===== src/rtl/input_port_ctrl.sv =====
// Router input-port controller: requests a route for the packet at the FIFO head,
// then streams header, size and payload flits to the crossbar under credit flow control.
module input_port_ctrl #(
    parameter int WIDTH = 16,
    parameter int DEPTH = 8
) (
    input  logic                     i_clk,
    input  logic                     i_rst,
    input  logic [WIDTH-1:0]         i_head,
    input  logic [$clog2(DEPTH):0]   i_counter,
    output logic                     o_pull,
    output logic                     o_req_route,
    output logic [WIDTH-1:0]         o_header,
    input  logic                     i_ack_route,
    output logic                     o_sender,
    output logic                     o_data_av,
    output logic [WIDTH-1:0]         o_data,
    input  logic                     i_credit,
    output logic                     o_done
);

    typedef enum logic [2:0] {
        S_IDLE,
        S_REQ,
        S_HEADER,
        S_SIZE,
        S_PAYLOAD,
        S_END
    } state_t;

    state_t           state, state_nx;
    logic [WIDTH-1:0] flits_left, flits_left_nx;
    logic             avail, sending, xfer;

    assign avail   = (i_counter != '0);
    assign sending = (state == S_HEADER) || (state == S_SIZE) || (state == S_PAYLOAD);
    assign xfer    = o_data_av & i_credit;

    assign o_data_av   = sending & avail;
    assign o_sender    = sending;
    assign o_pull      = xfer;
    assign o_req_route = (state == S_REQ);
    assign o_done      = (state == S_END);
    assign o_data      = i_head;
    assign o_header    = i_head;

    always_ff @(posedge i_clk) begin
        if (!i_rst) begin
            state      <= S_IDLE;
            flits_left <= '0;
        end else begin
            state      <= state_nx;
            flits_left <= flits_left_nx;
        end
    end

    always_comb begin
        state_nx      = state;
        flits_left_nx = flits_left;
        case (state)
            S_IDLE:   if (avail) state_nx = S_REQ;
            // Header stays in the FIFO until the route is granted.
            S_REQ:    if (i_ack_route) state_nx = S_HEADER;
            S_HEADER: if (xfer) state_nx = S_SIZE;
            S_SIZE: begin
                if (xfer) begin
                    flits_left_nx = i_head;
                    state_nx      = (i_head == '0) ? S_END : S_PAYLOAD;
                end
            end
            S_PAYLOAD: begin
                if (xfer) begin
                    flits_left_nx = flits_left - 1'b1;
                    if (flits_left == WIDTH'(1)) state_nx = S_END;
                end
            end
            S_END:    state_nx = S_IDLE;
            default:  state_nx = S_IDLE;
        endcase
    end

endmodule


===== config.mk =====
export PLATFORM = sky130hd
export DESIGN_NAME = input_port_ctrl
export DESIGN_NICKNAME = d
export VERILOG_FILES = /design/src/rtl/input_port_ctrl.sv
export SDC_FILE = /design/constraint.sdc
export NUM_CORES = 1
export LEC_CHECK = 0
export CAP_MARGIN = 20
export CORE_ASPECT_RATIO = 0.9
export CORE_UTILIZATION = 41
export DETAILED_ROUTE_END_ITERATION = 10
export PLACE_DENSITY = 0.75
export SETUP_SLACK_MARGIN = 0.3
export SLEW_MARGIN = 5
export SYNTH_ARGS = -nofsm -noshare
export SYNTH_HDL_FRONTEND = slang
export SYNTH_SLANG_ARGS = --single-unit
export TNS_END_PERCENT = 100

===== constraint.sdc =====
create_clock -name i_clk -period 3.85 [get_ports i_clk]
set_clock_uncertainty 0.15 [all_clocks]
set_input_delay 0.77 -clock i_clk [delete_from_list [all_inputs] [get_ports i_clk]]
set_output_delay 0.77 -clock i_clk [all_outputs]
set_load 0.05 [all_outputs]

==> results.cfg <==
[status]
outcome = completed

[clock_network]
cts_buffers = 3
holdBufCountCts = 0
post_cts_buffers = 0
clock-sinks = 19
cts_tree = yes
clk_path_buf_depth = 2
cts-resized-gates = 0
htreeDepth = 1
path_clk_slew_ns = 0.07
clock_latency_ns = 0.26
cts_root_buffer = clkbuf_8

[timing]
fin_crit_sh_pct = 86.9
rsz0062_at_grt = no
drv_slew = 0
relSlewSlack_pct = 42.6
finalSetupViolations = 0
finalCriticalPeriod_ns = 3.34
hold_violations = 0
worst_pin_slew_ns = 0.855
fmax_mhz = 299
setup_tns_ns = 0

[critical_path]
r2r_setup_slack_ns = 1.51
endpoint_kind = output port
worstPathRequired_ns = 2.93
worst_setup_path_start_kind = primary input
crit_arrival_ns = 2.42
rr_startpoint = state[2]$_SDFFE_PN0P_
cp_cell_sequence = clkdlybuf4s50_1 -> nor4_1 -> nor2_1 -> clkdlybuf4s50_1
rr_endpoint = flits_left[12]$_SDFFE_PN0P_
critPathSlowestCell = clkdlybuf4s50_1
crit_fanout = 3
startpoint = i_counter[1]
ff2ff_path_depth = 4
cpMostUsedCell = clkdlybuf4s50_1
crit_type = primary input to output port
crit_path_end = o_data_av
critPathMaxStageDelay_ns = 0.71

[detailed_routing]
drc = 0
wl_mm = 4.17
drt_iter0_markers = 117
drtAntennaViolNets = 0
wl_per_cell_um = 15.0
drt_pass1_iterations = 4
vias = 1657
viasPerCell = 5.94

[logic_synthesis]
synth-async-reset-ratio_pct = 0
synth_flop_cell = dfxtp_1
ys_seq_elements = 19
synthCells = 210
synth_edf_count = 0
ys_seq_area_share_pct = 23.6
syn_area_um2 = 1610
ys.warnings.count = 0
synth_cell_types = 50
ys_top_cells_by_area = dfxtp_1, buf_4, a21oi_1
syn_nets = 236
synth_top_cells_by_count = buf_4, dfxtp_1, a21oi_1
synth_top_area_cell = dfxtp_1
syn_area_per_cell_um2 = 7.67
synth.most_common_cell = buf_4
yosysTopAreaCellShare_pct = 23.6

[cells_and_area]
area_growth_pct = 26.4
final_layout_size_suffix_gt1_share_pct = 5.58
design_area_um2 = 2040
antenna_cells = 0
layout.cells.non_filler = 279
final_util_pct = 54.6
nets = 260

[global_routing]
overflow = 0
grt_pass1_wl_mm = 6.68
grt_start_max_net_pins = 23
grt_pass1_vias = 1397
antenna_found_initial = 0
track_usage_pct = 21.3

[pwr]
peakVddDrop_mv = 0.185
power.leakage_nw = 0.712
cellPowerDensity_nw_per_um2 = 352

[min_path]
min_path_type = register to register

[placement]
io_buffer_count = 60
dpl.hpwl_mm = 2.99
dpl_cell_area_um2 = 1990
placedCellCount = 275
globalplace.congestion = 0.876

[die]
pin_count = 61
dieWidth_um = 68.1
die_area_um2 = 4190
initial_utilization_pct = 43.2
row_count = 21
core-area_um2 = 3730
fp.dieH_um = 61.5

[job]
maxCapViolCount = 0
==> layout make-up <==
cell class,count,area (um^2)
Timing Repair Buffer,62,613
Clock buffer,4,45.0
Multi-Input combinational cell,142,918
Fill cell,367,1690
Tap cell,46,57.6
Inverter,6,22.5
Sequential cell,19,380
==> worst min path at each step <==
stage / from / endpoint / slack, ns / depth (start not counted)
after floorplan: flits_left[1]$_SDFFE_PN0P_ / flits_left[1]$_SDFFE_PN0P_ / 0.31 / 2
after global placement: flits_left[1]$_SDFFE_PN0P_ / flits_left[1]$_SDFFE_PN0P_ / 0.32 / 2
after detailed placement: flits_left[1]$_SDFFE_PN0P_ / flits_left[1]$_SDFFE_PN0P_ / 0.34 / 2
after CTS: flits_left[1]$_SDFFE_PN0P_ / flits_left[1]$_SDFFE_PN0P_ / 0.35 / 2
after global routing: flits_left[1]$_SDFFE_PN0P_ / flits_left[1]$_SDFFE_PN0P_ / 0.39 / 2
final: flits_left[1]$_SDFFE_PN0P_ / flits_left[1]$_SDFFE_PN0P_ / 0.35 / 2
==> cell families (layout without fill, tap and decap cells) <==
family                   Yosys count  in the layout  share of synthesized area, %
AND/OR/NAND/NOR                   75             75                          27.6
buffers and inverters             49             72                          19.4
multiplexers                       1              1                         0.699
AO/OA/AOI/OAI                     63             63                          26.6
flip-flops                        19             19                          23.6
XOR/XNOR                           1              1                         0.544
adder cells (fa/ha/maj)            2              2                          1.55
==> metal layers <==
metal  global-route usage [%]  vias up  wire, um
li1                         -      809         -
met1                     29.6      779      2020
met2                     33.9       65      1840
met3                     4.63        4       280
met4                     3.87        0        31
met5                        0        -         0
==> state kept, by name, indices dropped and copies added, names as in the netlist <==
register and count:
flits_left 16, state 3
==> worst max-delay path: cells and delay by family <==
kind,cells,cell delay [ns]
and+or+nand+nor,2,0.48
buffers and inverters,2,1.17
==> placed cells by master, fill, tap and decap left out, types with 3 or more instances in the layout <==
cell type,synthesis,final
o31a_1,3,3
nand3_1,8,8
a21o_1,6,6
a211oi_1,4,4
nor3_1,6,6
nand4b_1,4,4
o311ai_1,3,3
inv_1,6,6
nor4b_1,4,4
o21ai_1,7,7
buf_4,32,3
nor4_1,8,8
nor2_1,9,9
a31oi_1,6,6
nand2_1,16,16
a21oi_1,18,18
clkbuf_8,0,3
clkdlybuf4s50_1,0,59
dfxtp_1,19,19
==> where the power goes <==
part           internal [W]  leakage [nW]  switching (W)  total, W
sequential         0.000210         0.154      0.0000381  0.000248
combinational      0.000124         0.536       0.000198  0.000322
clock             0.0000737        0.0228      0.0000716  0.000145
==> per-stage QoR <==
step	worst slack, ns	total power [W]	hold slack, ns
after floorplan	1.07	0.000494	0.306
after global placement	0.510	0.000571	0.319
after detailed placement	0.500	0.000572	0.340
after CTS	0.492	0.000714	0.350
after global routing	0.406	0.000751	0.387
final	0.506	0.000716	0.348
Note: power is estimated with default switching activity, not from simulation.
==> variant: new RTL, same flow settings <==
The parameter `DEPTH` goes from 8 to 4.
--- a/src/rtl/input_port_ctrl.sv
+++ b/src/rtl/input_port_ctrl.sv
@@ -2,7 +2,7 @@
 // then streams header, size and payload flits to the crossbar under credit flow control.
 module input_port_ctrl #(
     parameter int WIDTH = 16,
-    parameter int DEPTH = 8
+    parameter int DEPTH = 4
 ) (
     input  logic                     i_clk,
     input  logic                     i_rst,
Interface: changed (resized i_counter); port bits go from 61 to 60. The function was not compared with the original's and may differ.
==> variant against the unedited design <==
  * Critical endpoint unchanged
  * Count of clock-buffer cells in the layout unchanged
  * Routed wire length down 7.7%
  * Synthesized area down 5.4%
  * Register-to-register slack better by 0.06 ns
  * Final area down 3.2%
  * Total power down 11%
  * Sequential cell count unchanged
  * Setup slack better by 0.20 ns
==> variant: results (changes against the unedited design) <==
.. list-table::
   :header-rows: 1

   * - Metric
     - Value
   * - Most frequent cells after synthesis
     - 32 x sky130_fd_sc_hd__buf_4, 19 x sky130_fd_sc_hd__dfxtp_1, 17 x sky130_fd_sc_hd__a21oi_1
   * - Register-to-Register Path Depth
     - 6 (+2)
   * - Maximum number of pins on one net before global-route repair
     - 28 (+22%)
   * - Maximum clock path buffer count
     - 2 (unchanged)
   * - Share of final-layout standard cells stronger than drive strength 1
     - 0.0742 (+0.0184)
   * - Number of input and output port buffers inserted
     - 59 (-1.7%)
   * - Run status
     - finished clean
   * - Largest vdd supply drop
     - 0.163 mV (-12%)
   * - Met3 global-route usage
     - 0.0420 (-0.00431)
   * - Post-DR vias/cell
     - 5.60 (-5.7%)
   * - Dpl hpwl
     - 2870 um (-3.8%)
   * - Global routing usage summed across all routing layers
     - 0.205 (-0.00814)
   * - Routability Congestion
     - 0.837 (-4.5%)
   * - Critical path startpoint
     - i_counter[0]
   * - Max-Cap Viols
     - 0 (unchanged)
   * - Top post-synthesis cells by area
     - sky130_fd_sc_hd__dfxtp_1 25%, sky130_fd_sc_hd__buf_4 16%, sky130_fd_sc_hd__a21oi_1 5.6%
   * - Worst Hold Margin
     - 0.335 ns (-0.0131 ns)
   * - Arrival @ worst endpoint
     - 2.23 ns (-0.19 ns)
   * - Hold Path Class
     - register to register
   * - Max_slew headroom
     - 0.506 (+0.0795)
   * - Number of different library cells in the post-synthesis netlist
     - 44 (-12%)
   * - Number of global-route vias before repair
     - 1303 (-6.7%)
   * - Final Net Count
     - 255 (-1.9%)
   * - Wirelength per Cell
     - 14.1 um (-5.7%)
   * - Capture instance of the worst register-to-register path
     - flits_left[10]
   * - Met2 capacity usage during global routing
     - 0.327 (-0.0124)
   * - Register-to-Register Setup Slack
     - 1.57 ns (+0.06 ns)
   * - Number of fillers in the final layout
     - 355 (-3.3%)
   * - Number of antenna diodes
     - 0 (unchanged)
   * - Net Count, Synth
     - 228 (-3.4%)
   * - Leakage power figure
     - 0.000735 uW (+3.2%)
   * - Global-route wire length before repair
     - 6240 um (-6.5%)
   * - Sequential cell area fraction in the yosys report
     - 0.249 (+0.0134)
   * - Number of clock buffers inserted by TritonCTS
     - 3 (unchanged)
   * - Number of DRC markers after the initial detailed-route iteration
     - 119 (+1.7%)
   * - Number of synthesis warnings
     - 0 (unchanged)
   * - Internal power
     - 383 uW (-6.2%)
   * - Beginning of the worst hold path
     - flits_left[1]
   * - Number of setup buffers added after CTS
     - 0 (unchanged)
   * - GRT met1 Usage
     - 0.277 (-0.0194)
   * - Critical register-to-register path startpoint
     - state[2]
variant: through the flow:
step                      instance area, um^2  setup WS [ns]  power [uW]  instances   util
after global routing                     1970          0.640         673        273  0.571
after floorplan                          1530           1.18         427        203      -
after CTS                                1970          0.684         642        273  0.571
after global placement                   1930          0.680         500        269  0.558
final                                    1970          0.702         640        273  0.571
after detailed placement                 1930          0.682         500        269  0.558
variant: worst max path at each step:
stage / to / slack [ns] / cells past startpoint
after floorplan: o_pull / 1.18 / 2
after detailed placement: o_data_av / 0.68 / 4
after CTS: o_data_av / 0.68 / 4
final: o_data_av / 0.70 / 4
after global placement: o_data_av / 0.68 / 4
after global routing: o_data_av / 0.64 / 4
variant: routing by layer:
layer / part of all wire / routed length, um / up-vias
met3: 0.081 / 311 / 5
met2: 0.46 / 1760 / 66
met5: 0 / 0 / -
li1: - / - / 772
met4: 0.0099 / 38 / 0
met1: 0.45 / 1740 / 686
variant: cell type report:
| type | count | area (um^2) | area share |
|---|---|---|---|
| multi-input combinational | 139 | 855 | 0.433 |
| timing repair buffer | 64 | 626 | 0.317 |
| sequential | 19 | 380 | 0.193 |
| tap | 44 | 55.1 | 0.0279 |
| clock buffer | 4 | 45.0 | 0.0228 |
| inverter | 3 | 11.3 | 0.00571 |
variant: power groups by stage:
stage / clock network (uW) / registers, uW / logic (uW)
after floorplan: 0 / 216 / 211
after global placement: 0 / 227 / 273
after detailed placement: 0 / 227 / 273
after CTS: 146 / 223 / 274
after global routing: 155 / 226 / 291
final: 143 / 223 / 274
variant: logic make-up (layout without fill, tap and decap cells):
group	Yosys count	in the layout	share of synthesized area
flip-flops	19	19	0.249
AND/OR/NAND/NOR	77	77	0.285
adder cells (fa/ha/maj)	2	2	0.0164
buffers and inverters	45	71	0.190
AO/OA/AOI/OAI	60	60	0.259
variant: worst max-delay path, stage by stage:
cell and delay, ns:
sky130_fd_sc_hd__clkdlybuf4s50_1 0.50, sky130_fd_sc_hd__nor3_1 0.07, sky130_fd_sc_hd__nor2_1 0.08, sky130_fd_sc_hd__clkdlybuf4s50_1 0.80
